### config.mk
export PLATFORM = sky130hd
export DESIGN_NAME = wb_cmd_master_flat
export DESIGN_NICKNAME = d
export VERILOG_FILES = /design/src/rtl/wb_master_pkg.sv /design/src/rtl/wb_cmd_master_if.sv /design/src/rtl/wb_master_timer.sv /design/src/rtl/wb_cmd_master.sv /design/src/flat_wrapper.sv
export SDC_FILE = /design/constraint.sdc
export NUM_CORES = 1
export LEC_CHECK = 0
export ABC_AREA = 1
export ABC_CLOCK_PERIOD_IN_PS = 2450
export CORE_MARGIN = 4
export CORE_UTILIZATION = 40
export CTS_CLUSTER_SIZE = 10
export DETAILED_ROUTE_END_ITERATION = 12
export GPL_TIMING_DRIVEN = 0
export PLACE_DENSITY_LB_ADDON = 0.25
export SLEW_MARGIN = 20
export SYNTH_ARGS = -nofsm -noshare
export SYNTH_HDL_FRONTEND = slang
export SYNTH_SLANG_ARGS = --single-unit
### constraint.sdc
create_clock -name wb_clk -period 2.45 [get_ports wb_clk]
set_clock_uncertainty 0.05 [all_clocks]
set_input_delay 0.49 -clock wb_clk [delete_from_list [all_inputs] [get_ports wb_clk]]
set_output_delay 0.49 -clock wb_clk [all_outputs]
set_load 0.05 [all_outputs]
### src/rtl/wb_master_pkg.sv
// Shared types and constants for the Wishbone command master: FSM states,
// response status codes and the fixed classic-cycle tag values.
package wb_master_pkg;

   typedef enum logic [1:0] {
      IDLE = 2'd0,
      BUS  = 2'd1,
      GAP  = 2'd2,
      RESP = 2'd3
   } state_t;

   typedef enum logic [1:0] {
      ST_OK      = 2'b00,
      ST_ERR     = 2'b01,
      ST_TIMEOUT = 2'b10,
      ST_RETRY   = 2'b11
   } status_t;

   localparam logic [2:0] CTI_CLASSIC = 3'b000;
   localparam logic [1:0] BTE_LINEAR  = 2'b00;

endpackage

### src/rtl/wb_cmd_master_if.sv
// Command/response handshake plus Wishbone bus signals of the command master.
interface wb_cmd_master_if #(
   parameter int dw = 32,
   parameter int aw = 32
);
   logic          cmd_valid;
   logic          cmd_ready;
   logic [aw-1:0] cmd_adr;
   logic [dw-1:0] cmd_dat;
   logic [3:0]    cmd_sel;
   logic          cmd_we;
   logic          rsp_valid;
   logic          rsp_ready;
   logic [dw-1:0] rsp_dat;
   logic [1:0]    rsp_status;
   logic [aw-1:0] wb_adr_o;
   logic [dw-1:0] wb_dat_o;
   logic [3:0]    wb_sel_o;
   logic          wb_we_o;
   logic          wb_cyc_o;
   logic          wb_stb_o;
   logic [2:0]    wb_cti_o;
   logic [1:0]    wb_bte_o;
   logic [dw-1:0] wb_dat_i;
   logic          wb_ack_i;
   logic          wb_err_i;
   logic          wb_rty_i;
   logic          busy;

   modport master (
      input  cmd_valid, cmd_adr, cmd_dat, cmd_sel, cmd_we, rsp_ready,
             wb_dat_i, wb_ack_i, wb_err_i, wb_rty_i,
      output cmd_ready, rsp_valid, rsp_dat, rsp_status,
             wb_adr_o, wb_dat_o, wb_sel_o, wb_we_o, wb_cyc_o, wb_stb_o,
             wb_cti_o, wb_bte_o, busy
   );

   modport slave (
      output cmd_valid, cmd_adr, cmd_dat, cmd_sel, cmd_we, rsp_ready,
             wb_dat_i, wb_ack_i, wb_err_i, wb_rty_i,
      input  cmd_ready, rsp_valid, rsp_dat, rsp_status,
             wb_adr_o, wb_dat_o, wb_sel_o, wb_we_o, wb_cyc_o, wb_stb_o,
             wb_cti_o, wb_bte_o, busy
   );
endinterface

### src/rtl/wb_master_timer.sv
// Per-attempt cycle counter; tc flags the last cycle allowed before a timeout.
module wb_master_timer #(
   parameter int TIMEOUT = 255,
   localparam int TW     = $clog2(TIMEOUT + 1)
) (
   input  logic clk,
   input  logic rst_n,
   input  logic clr,
   input  logic inc,
   output logic tc
);
   logic [TW-1:0] count_r;

   // counter: clear wins over increment
   always_ff @(posedge clk or negedge rst_n) begin
      if (!rst_n) begin
         count_r <= '0;
      end else if (clr) begin
         count_r <= '0;
      end else if (inc) begin
         count_r <= count_r + {{(TW-1){1'b0}}, 1'b1};
      end else begin
         count_r <= count_r;
      end
   end

   assign tc = (count_r == TW'(TIMEOUT - 1));

endmodule

### src/rtl/wb_cmd_master.sv
// Single-transfer Wishbone classic master: one command in, one bus cycle out,
// with err/ack/rty handling, bounded retries, timeout and a registered response.
module wb_cmd_master
   import wb_master_pkg::*;
#(
   parameter int dw        = 32,
   parameter int aw        = 32,
   parameter int TIMEOUT   = 255,
   parameter int MAX_RETRY = 3
) (
   input logic             wb_clk,
   input logic             wb_rst_n,
   wb_cmd_master_if.master bus
);
   localparam logic [3:0] RETRY_LIM = 4'(MAX_RETRY);

   state_t        state_r, state_nxt_s;
   status_t       status_r, status_nxt_s;
   logic [aw-1:0] adr_r;
   logic [dw-1:0] dat_r, rsp_dat_r, rsp_dat_nxt_s;
   logic [3:0]    sel_r, retry_cnt_r, retry_nxt_s;
   logic          we_r, cyc_r, cyc_nxt_s, rsp_valid_r, rsp_valid_nxt_s;
   logic          latch_s, tmr_clr_s, tmr_inc_s, tmr_tc_s;

   wb_master_timer #(.TIMEOUT(TIMEOUT)) u_timer (
      .clk   (wb_clk),
      .rst_n (wb_rst_n),
      .clr   (tmr_clr_s),
      .inc   (tmr_inc_s),
      .tc    (tmr_tc_s)
   );

   // state register
   always_ff @(posedge wb_clk or negedge wb_rst_n) begin
      if (!wb_rst_n) state_r <= IDLE;
      else           state_r <= state_nxt_s;
   end

   // next-state decode; termination priority is err > ack > rty > timeout
   always_comb begin
      state_nxt_s = state_r;
      case (state_r)
         IDLE:    if (bus.cmd_valid) state_nxt_s = BUS; else state_nxt_s = IDLE;
         BUS: begin
            if (bus.wb_err_i || bus.wb_ack_i) state_nxt_s = RESP;
            else if (bus.wb_rty_i)            state_nxt_s = (retry_cnt_r < RETRY_LIM) ? GAP : RESP;
            else if (tmr_tc_s)                state_nxt_s = RESP;
            else                              state_nxt_s = BUS;
         end
         GAP:     state_nxt_s = BUS;
         RESP:    if (bus.rsp_ready) state_nxt_s = IDLE; else state_nxt_s = RESP;
         default: state_nxt_s = IDLE;
      endcase
   end

   // next values of the registered outputs and counter controls
   always_comb begin
      cyc_nxt_s       = 1'b0;
      rsp_valid_nxt_s = 1'b0;
      rsp_dat_nxt_s   = rsp_dat_r;
      status_nxt_s    = status_r;
      retry_nxt_s     = retry_cnt_r;
      latch_s         = 1'b0;
      tmr_clr_s       = 1'b0;
      tmr_inc_s       = 1'b0;
      case (state_r)
         IDLE: begin
            if (bus.cmd_valid) begin
               latch_s     = 1'b1;
               cyc_nxt_s   = 1'b1;
               retry_nxt_s = 4'd0;
               tmr_clr_s   = 1'b1;
            end else begin
               latch_s     = 1'b0;
            end
         end
         BUS: begin
            if (bus.wb_err_i) begin
               status_nxt_s    = ST_ERR;
               rsp_dat_nxt_s   = '0;
               rsp_valid_nxt_s = 1'b1;
            end else if (bus.wb_ack_i) begin
               status_nxt_s    = ST_OK;
               rsp_dat_nxt_s   = we_r ? '0 : bus.wb_dat_i;
               rsp_valid_nxt_s = 1'b1;
            end else if (bus.wb_rty_i) begin
               if (retry_cnt_r < RETRY_LIM) begin
                  retry_nxt_s     = retry_cnt_r + 4'd1;
               end else begin
                  status_nxt_s    = ST_RETRY;
                  rsp_dat_nxt_s   = '0;
                  rsp_valid_nxt_s = 1'b1;
               end
            end else if (tmr_tc_s) begin
               status_nxt_s    = ST_TIMEOUT;
               rsp_dat_nxt_s   = '0;
               rsp_valid_nxt_s = 1'b1;
            end else begin
               cyc_nxt_s = 1'b1;
               tmr_inc_s = 1'b1;
            end
         end
         GAP: begin
            cyc_nxt_s = 1'b1;
            tmr_clr_s = 1'b1;
         end
         RESP: begin
            if (bus.rsp_ready) rsp_valid_nxt_s = 1'b0;
            else               rsp_valid_nxt_s = 1'b1;
         end
         default: cyc_nxt_s = 1'b0;
      endcase
   end

   // command latch, bus strobe and response registers
   always_ff @(posedge wb_clk or negedge wb_rst_n) begin
      if (!wb_rst_n) begin
         adr_r       <= '0;
         dat_r       <= '0;
         sel_r       <= 4'd0;
         we_r        <= 1'b0;
         cyc_r       <= 1'b0;
         rsp_valid_r <= 1'b0;
         rsp_dat_r   <= '0;
         status_r    <= ST_OK;
         retry_cnt_r <= 4'd0;
      end else begin
         if (latch_s) begin
            adr_r <= bus.cmd_adr;
            dat_r <= bus.cmd_dat;
            sel_r <= bus.cmd_sel;
            we_r  <= bus.cmd_we;
         end else begin
            adr_r <= adr_r;
            dat_r <= dat_r;
            sel_r <= sel_r;
            we_r  <= we_r;
         end
         cyc_r       <= cyc_nxt_s;
         rsp_valid_r <= rsp_valid_nxt_s;
         rsp_dat_r   <= rsp_dat_nxt_s;
         status_r    <= status_nxt_s;
         retry_cnt_r <= retry_nxt_s;
      end
   end

   // cmd_ready is forced low while reset is held even though state is IDLE
   assign bus.cmd_ready  = (state_r == IDLE) && wb_rst_n;
   assign bus.busy       = (state_r != IDLE);
   assign bus.rsp_valid  = rsp_valid_r;
   assign bus.rsp_dat    = rsp_dat_r;
   assign bus.rsp_status = status_r;
   assign bus.wb_adr_o   = adr_r;
   assign bus.wb_dat_o   = dat_r;
   assign bus.wb_sel_o   = sel_r;
   assign bus.wb_we_o    = we_r;
   assign bus.wb_cyc_o   = cyc_r;
   assign bus.wb_stb_o   = cyc_r;
   assign bus.wb_cti_o   = CTI_CLASSIC;
   assign bus.wb_bte_o   = BTE_LINEAR;

endmodule

### src/flat_wrapper.sv
// flat-port wrapper written by rule: the top's interface ports become plain ports
module wb_cmd_master_flat import wb_master_pkg::*;
#(
   parameter int dw        = 32,
   parameter int aw        = 32,
   parameter int TIMEOUT   = 255,
   parameter int MAX_RETRY = 3
)
  (wb_clk, wb_rst_n, bus_cmd_valid, bus_cmd_adr, bus_cmd_dat, bus_cmd_sel, bus_cmd_we, bus_rsp_ready, bus_wb_dat_i, bus_wb_ack_i, bus_wb_err_i, bus_wb_rty_i, bus_cmd_ready, bus_rsp_valid, bus_rsp_dat, bus_rsp_status, bus_wb_adr_o, bus_wb_dat_o, bus_wb_sel_o, bus_wb_we_o, bus_wb_cyc_o, bus_wb_stb_o, bus_wb_cti_o, bus_wb_bte_o, bus_busy);
  wb_cmd_master_if #(.dw(dw), .aw(aw)) bus_i ();
  input logic wb_clk;
  input logic wb_rst_n;
  input wire logic [$bits(bus_i.cmd_valid)-1:0] bus_cmd_valid;
  input wire logic [$bits(bus_i.cmd_adr)-1:0] bus_cmd_adr;
  input wire logic [$bits(bus_i.cmd_dat)-1:0] bus_cmd_dat;
  input wire logic [$bits(bus_i.cmd_sel)-1:0] bus_cmd_sel;
  input wire logic [$bits(bus_i.cmd_we)-1:0] bus_cmd_we;
  input wire logic [$bits(bus_i.rsp_ready)-1:0] bus_rsp_ready;
  input wire logic [$bits(bus_i.wb_dat_i)-1:0] bus_wb_dat_i;
  input wire logic [$bits(bus_i.wb_ack_i)-1:0] bus_wb_ack_i;
  input wire logic [$bits(bus_i.wb_err_i)-1:0] bus_wb_err_i;
  input wire logic [$bits(bus_i.wb_rty_i)-1:0] bus_wb_rty_i;
  output wire logic [$bits(bus_i.cmd_ready)-1:0] bus_cmd_ready;
  output wire logic [$bits(bus_i.rsp_valid)-1:0] bus_rsp_valid;
  output wire logic [$bits(bus_i.rsp_dat)-1:0] bus_rsp_dat;
  output wire logic [$bits(bus_i.rsp_status)-1:0] bus_rsp_status;
  output wire logic [$bits(bus_i.wb_adr_o)-1:0] bus_wb_adr_o;
  output wire logic [$bits(bus_i.wb_dat_o)-1:0] bus_wb_dat_o;
  output wire logic [$bits(bus_i.wb_sel_o)-1:0] bus_wb_sel_o;
  output wire logic [$bits(bus_i.wb_we_o)-1:0] bus_wb_we_o;
  output wire logic [$bits(bus_i.wb_cyc_o)-1:0] bus_wb_cyc_o;
  output wire logic [$bits(bus_i.wb_stb_o)-1:0] bus_wb_stb_o;
  output wire logic [$bits(bus_i.wb_cti_o)-1:0] bus_wb_cti_o;
  output wire logic [$bits(bus_i.wb_bte_o)-1:0] bus_wb_bte_o;
  output wire logic [$bits(bus_i.busy)-1:0] bus_busy;
  assign bus_i.cmd_valid = bus_cmd_valid;
  assign bus_i.cmd_adr = bus_cmd_adr;
  assign bus_i.cmd_dat = bus_cmd_dat;
  assign bus_i.cmd_sel = bus_cmd_sel;
  assign bus_i.cmd_we = bus_cmd_we;
  assign bus_i.rsp_ready = bus_rsp_ready;
  assign bus_i.wb_dat_i = bus_wb_dat_i;
  assign bus_i.wb_ack_i = bus_wb_ack_i;
  assign bus_i.wb_err_i = bus_wb_err_i;
  assign bus_i.wb_rty_i = bus_wb_rty_i;
  assign bus_cmd_ready = bus_i.cmd_ready;
  assign bus_rsp_valid = bus_i.rsp_valid;
  assign bus_rsp_dat = bus_i.rsp_dat;
  assign bus_rsp_status = bus_i.rsp_status;
  assign bus_wb_adr_o = bus_i.wb_adr_o;
  assign bus_wb_dat_o = bus_i.wb_dat_o;
  assign bus_wb_sel_o = bus_i.wb_sel_o;
  assign bus_wb_we_o = bus_i.wb_we_o;
  assign bus_wb_cyc_o = bus_i.wb_cyc_o;
  assign bus_wb_stb_o = bus_i.wb_stb_o;
  assign bus_wb_cti_o = bus_i.wb_cti_o;
  assign bus_wb_bte_o = bus_i.wb_bte_o;
  assign bus_busy = bus_i.busy;
  wb_cmd_master #(.dw(dw), .aw(aw), .TIMEOUT(TIMEOUT), .MAX_RETRY(MAX_RETRY)) u_core (.wb_clk(wb_clk), .wb_rst_n(wb_rst_n), .bus(bus_i));
endmodule
==> impl_results.md <==
* Count of unresolved DRC violations after routing at 0
* Worst slew margin at 61.3%
* Vias after detailed routing at 4835
* Util after Layout at 65.5%
* Sum of net half-perimeters after detailed placement at 10800 µm
* Cell family contributing the most delay on the critical path: buffers and inverters
* H-tree Lvls at 4
* Unrepaired setup endpoints after global routing: no
* Largest stage delay on the critical path at 0.83 ns
* Kind of launch point of the worst setup path: flip-flop
* Fin crit share at 96.6%
* Combined area of all synthesized cells at 5260 µm²
* Clock Root Buffer: clkbuf_16
* Synthesized instance count at 649
* Area share of xor/xnor cells in the synthesized design at 0.167%
* Crit path cell chain: inv_2 -> nand2_1 -> clkdlybuf4s50_1
* Drt total wl at 15200 µm
* GRT overflow at 0
* Power density over the cells at 1420 nW/µm²
* Combinational family with the most area after synthesis: simple AND/OR/NAND/NOR gates
* Via-per-instance ratio at 4.49
* Placeable core region at 12700 µm²
* Pleak at 4.26 nW
* Capturing element type of the critical path: primary output
* Number of fillers in the final layout at 1099
* Overall global routing resource usage at 20.9%
* Peak fanout along the critical path at 3
* Max Slew Vio Count at 0
* First-pass GRT wire length at 24300 µm
* Starting density of the core at 41.3%
* Maximum clock path buffer count at 2
* Area used by multi-input combinational logic at 1870 µm²
* Number of warning messages in the yosys log at 0
* Period minus WS final at 2.37 ns
* Path type of the worst setup path: reg2out
* Clock Pin Slew Worst Setup and Hold Paths at 0.06 ns
* Die Area at 15000 µm²
* Top flip-flop cell by instance count after synthesis: dfrtp_1
* Chip width at 123 µm
* Placement-stage worst setup slack at -0.136 ns
* Synth Area in Adders at 0.714%
* Proportion of synthesized flip-flops having asynchronous set or reset at 100%
* Remaining antenna violation count at 0
* Total negative slack at 0 ns
* Synth area leaders: dfrtp_1 (57%), nand2_1 (23%), nand4_1 (4.2%)
* WP data required at 1.91 ns
* Relative area change from synthesis to final layout at 58.5%
* Synth cell types at 26
* Synthesized-area fraction occupied by ao, oa, aoi and oai cells at 0.880%
* Die H at 123 µm
* Routability cong. at 0.830
* Post-Syn Area per Cell at 8.10 µm²
* Result of the run: finished clean
* Standard-cell row count at 41
* Inserted Clock Buffers at 17
* Count of input and output buffers at 215
* Multiplexer share of the synthesized area at 0%
* Worst skew pair latency at 0.41 ns
* Bufs and invs on worst path at 2
* Area share of the leading cell type in the synthesized netlist at 56.6%
* Number of global-route vias before repair at 4726
* Final setup fails at 0
* Max capacitance violation total at 0
* Number of nets in the layout at 1002
* DRT Pass-1 Iters at 4
* Fin. Hold Viols at 0
* Reg area at 2980 µm²
* Cell accounting for the most synthesized area: dfrtp_1
* CP startpoint: u_core.state_r[1]$_DFF_PN0_
* N_diodes at 0
* Largest net degree at the start of global routing at 53
* Fmax at 422 MHz
* Share of final-layout standard cells stronger than drive strength 1 at 8.52%
* Seq/Total Area, Yosys at 56.6%
* Number of storage elements in the synthesis netlist at 119
* Simple-gate portion of the synthesized area at 33.5%
* Post-CTS setup buffers at 0
* Iteration-0 DRC Markers at 265
* Post-route setup slack at 0.0822 ns
* Data arrival at the endpoint of the critical path at 1.83 ns
* Clk sink count at 119
* Clock tree from TritonCTS: done
* Reg-to-reg startpoint: u_core.u_timer.count_r[0]$_DFFE_PN0P_
* Number of synthesized flops with an enable pin at 0
* Transition time at the pin with the least slew margin at 0.578 ns
* IR drop worst, VDD at 0.000805 V
* Path class of the lowest-slack min-delay path: in2async
* Wirelength per Cell at 14.1 µm
* Number of top-level pins at 221
* Slowest-stage cell, CP: clkdlybuf4s50_1
* Number of antenna violations at the first check in global routing at 0
-- registers in the layout (all words and copies together), names as in the netlist --
signal and cells:
u_core.bus.wb_we_o 1, u_core.bus.rsp_valid 1, u_core.bus.wb_cyc_o 1, u_core.bus.wb_adr_o 32
u_core.retry_cnt_r 4, u_core.bus.rsp_dat 32, u_core.u_timer.count_r 8, u_core.bus.rsp_status 2
u_core.state_r 2, u_core.bus.wb_dat_o 32, u_core.bus.wb_sel_o 4
-- final timing paths --
check,to,slack [ns],cells after the start
max,bus_busy,0.08,3
min,u_core.bus.rsp_status[0]$_DFFE_PN0P_,0.02,2
max reg2reg,u_core.bus.rsp_dat[6]$_DFFE_PN0P_,0.77,10
min reg2reg,u_core.bus.rsp_dat[19]$_DFFE_PN0P_,0.41,2
max in group asynchronous,u_core.bus.rsp_status[1]$_DFFE_PN0P_,2.08,2
min in group wb_clk,u_core.bus.rsp_dat[19]$_DFFE_PN0P_,0.41,2
-- kinds of logic (layout without fill, tap and decap cells) --
| kind of cell | after synthesis | in the layout |
|---|---|---|
| buffers and inverters | 92 | 343 |
| other | 1 | 5 |
| and+or+nand+nor | 425 | 425 |
| DFF | 119 | 119 |
| xor gates and xnor gates | 1 | 1 |
| adders and majority gates | 3 | 3 |
| AOI/OAI and AO/OA | 8 | 8 |
-- worst register-to-register path, cell delays in order (launching register included) --
cell and delay (ns):
dfrtp_1 0.42, inv_1 0.09, ha_1 0.15, inv_1 0.04, nor2_1 0.14, nand2_2 0.10
nand2_4 0.14, nand3_4 0.15, buf_6 0.18, nand2_1 0.06, nand2_1 0.06
-- synthesized netlist by cell type, types with 2 or more instances --
cell type and number:
buf_2 18, inv_1 48, buf_6 3, dfrtp_1 119, nand4_1 35, nand2_1 316, buf_4 9, o21ai_0 3
clkbuf_1 10, nor2_1 49, inv_2 4, nand2_2 2, ha_1 3, nor2_4 2, a21oi_1 2, nand3_1 16
-- per-layer routing --
layer  GRT usage, %  wire (µm)  up-vias
met3           10.4       1760       10
met2           32.2       6950      179
li1               -          -     2464
met5              0          0        -
met1           25.4       6370     2182
met4           7.49        117        0
-- cells in the final DEF (no fill, tap or decap), types with 2 or more instances in the layout --
| cell | Yosys | layout |
|---|---|---|
| nand2_2 | 2 | 2 |
| clkbuf_16 | 0 | 17 |
| ha_1 | 3 | 3 |
| inv_2 | 4 | 4 |
| buf_2 | 18 | 18 |
| o21ai_0 | 3 | 3 |
| buf_12 | 0 | 3 |
| clkbuf_8 | 0 | 3 |
| clkdlybuf4s50_1 | 0 | 213 |
| clkinv_2 | 0 | 5 |
| bufinv_16 | 0 | 3 |
| inv_1 | 48 | 48 |
| nand2_1 | 316 | 316 |
| clkbuf_1 | 10 | 13 |
| nand4_1 | 35 | 35 |
| buf_6 | 3 | 3 |
| dfrtp_1 | 119 | 119 |
| a21oi_1 | 2 | 2 |
| conb_1 | 1 | 5 |
| buf_4 | 9 | 9 |
| nand3_1 | 16 | 16 |
| nor2_1 | 49 | 49 |
| nor2_4 | 2 | 2 |
-- report_power, final --
| part | internal (W) | switching, W |
|---|---|---|
| logic | 0.00193 | 0.00418 |
| clock network | 0.00167 | 0.000861 |
| registers | 0.00275 | 0.000445 |
-- what timing repair did --
action | CTS | global route
hold buffers | 3 | 0
endpoints found under the hold margin | 28 | 0
resized for setup | 2 | 0
endpoints found under the setup margin | 1 | 0
-- per-stage QoR --
| stage | cells | total power (W) | hold WS, ns | area (µm²) |
|---|---|---|---|---|
| detailed placement | 1041 | 0.00935 | 0.407 | 7670 |
| CTS | 1076 | 0.0120 | 0.0101 | 8330 |
| global placement | 1040 | 0.00929 | 0.403 | 7640 |
| finish | 1076 | 0.0118 | 0.0160 | 8330 |
| global route | 1076 | 0.0125 | 0.0207 | 8330 |
| floorplan | 653 | 0.00711 | 0.144 | 5270 |
-- cell type report --
type                       instances  area share (%)
buffer                            40            2.75
multi-input combinational        442            22.5
inverter                          52            2.34
tap                              172            2.58
timing repair buffer             219            26.9
clock buffer                      23            5.74
sequential                       119            35.7
clock inverter                     9            1.47
(Power assumes the default switching activity.)
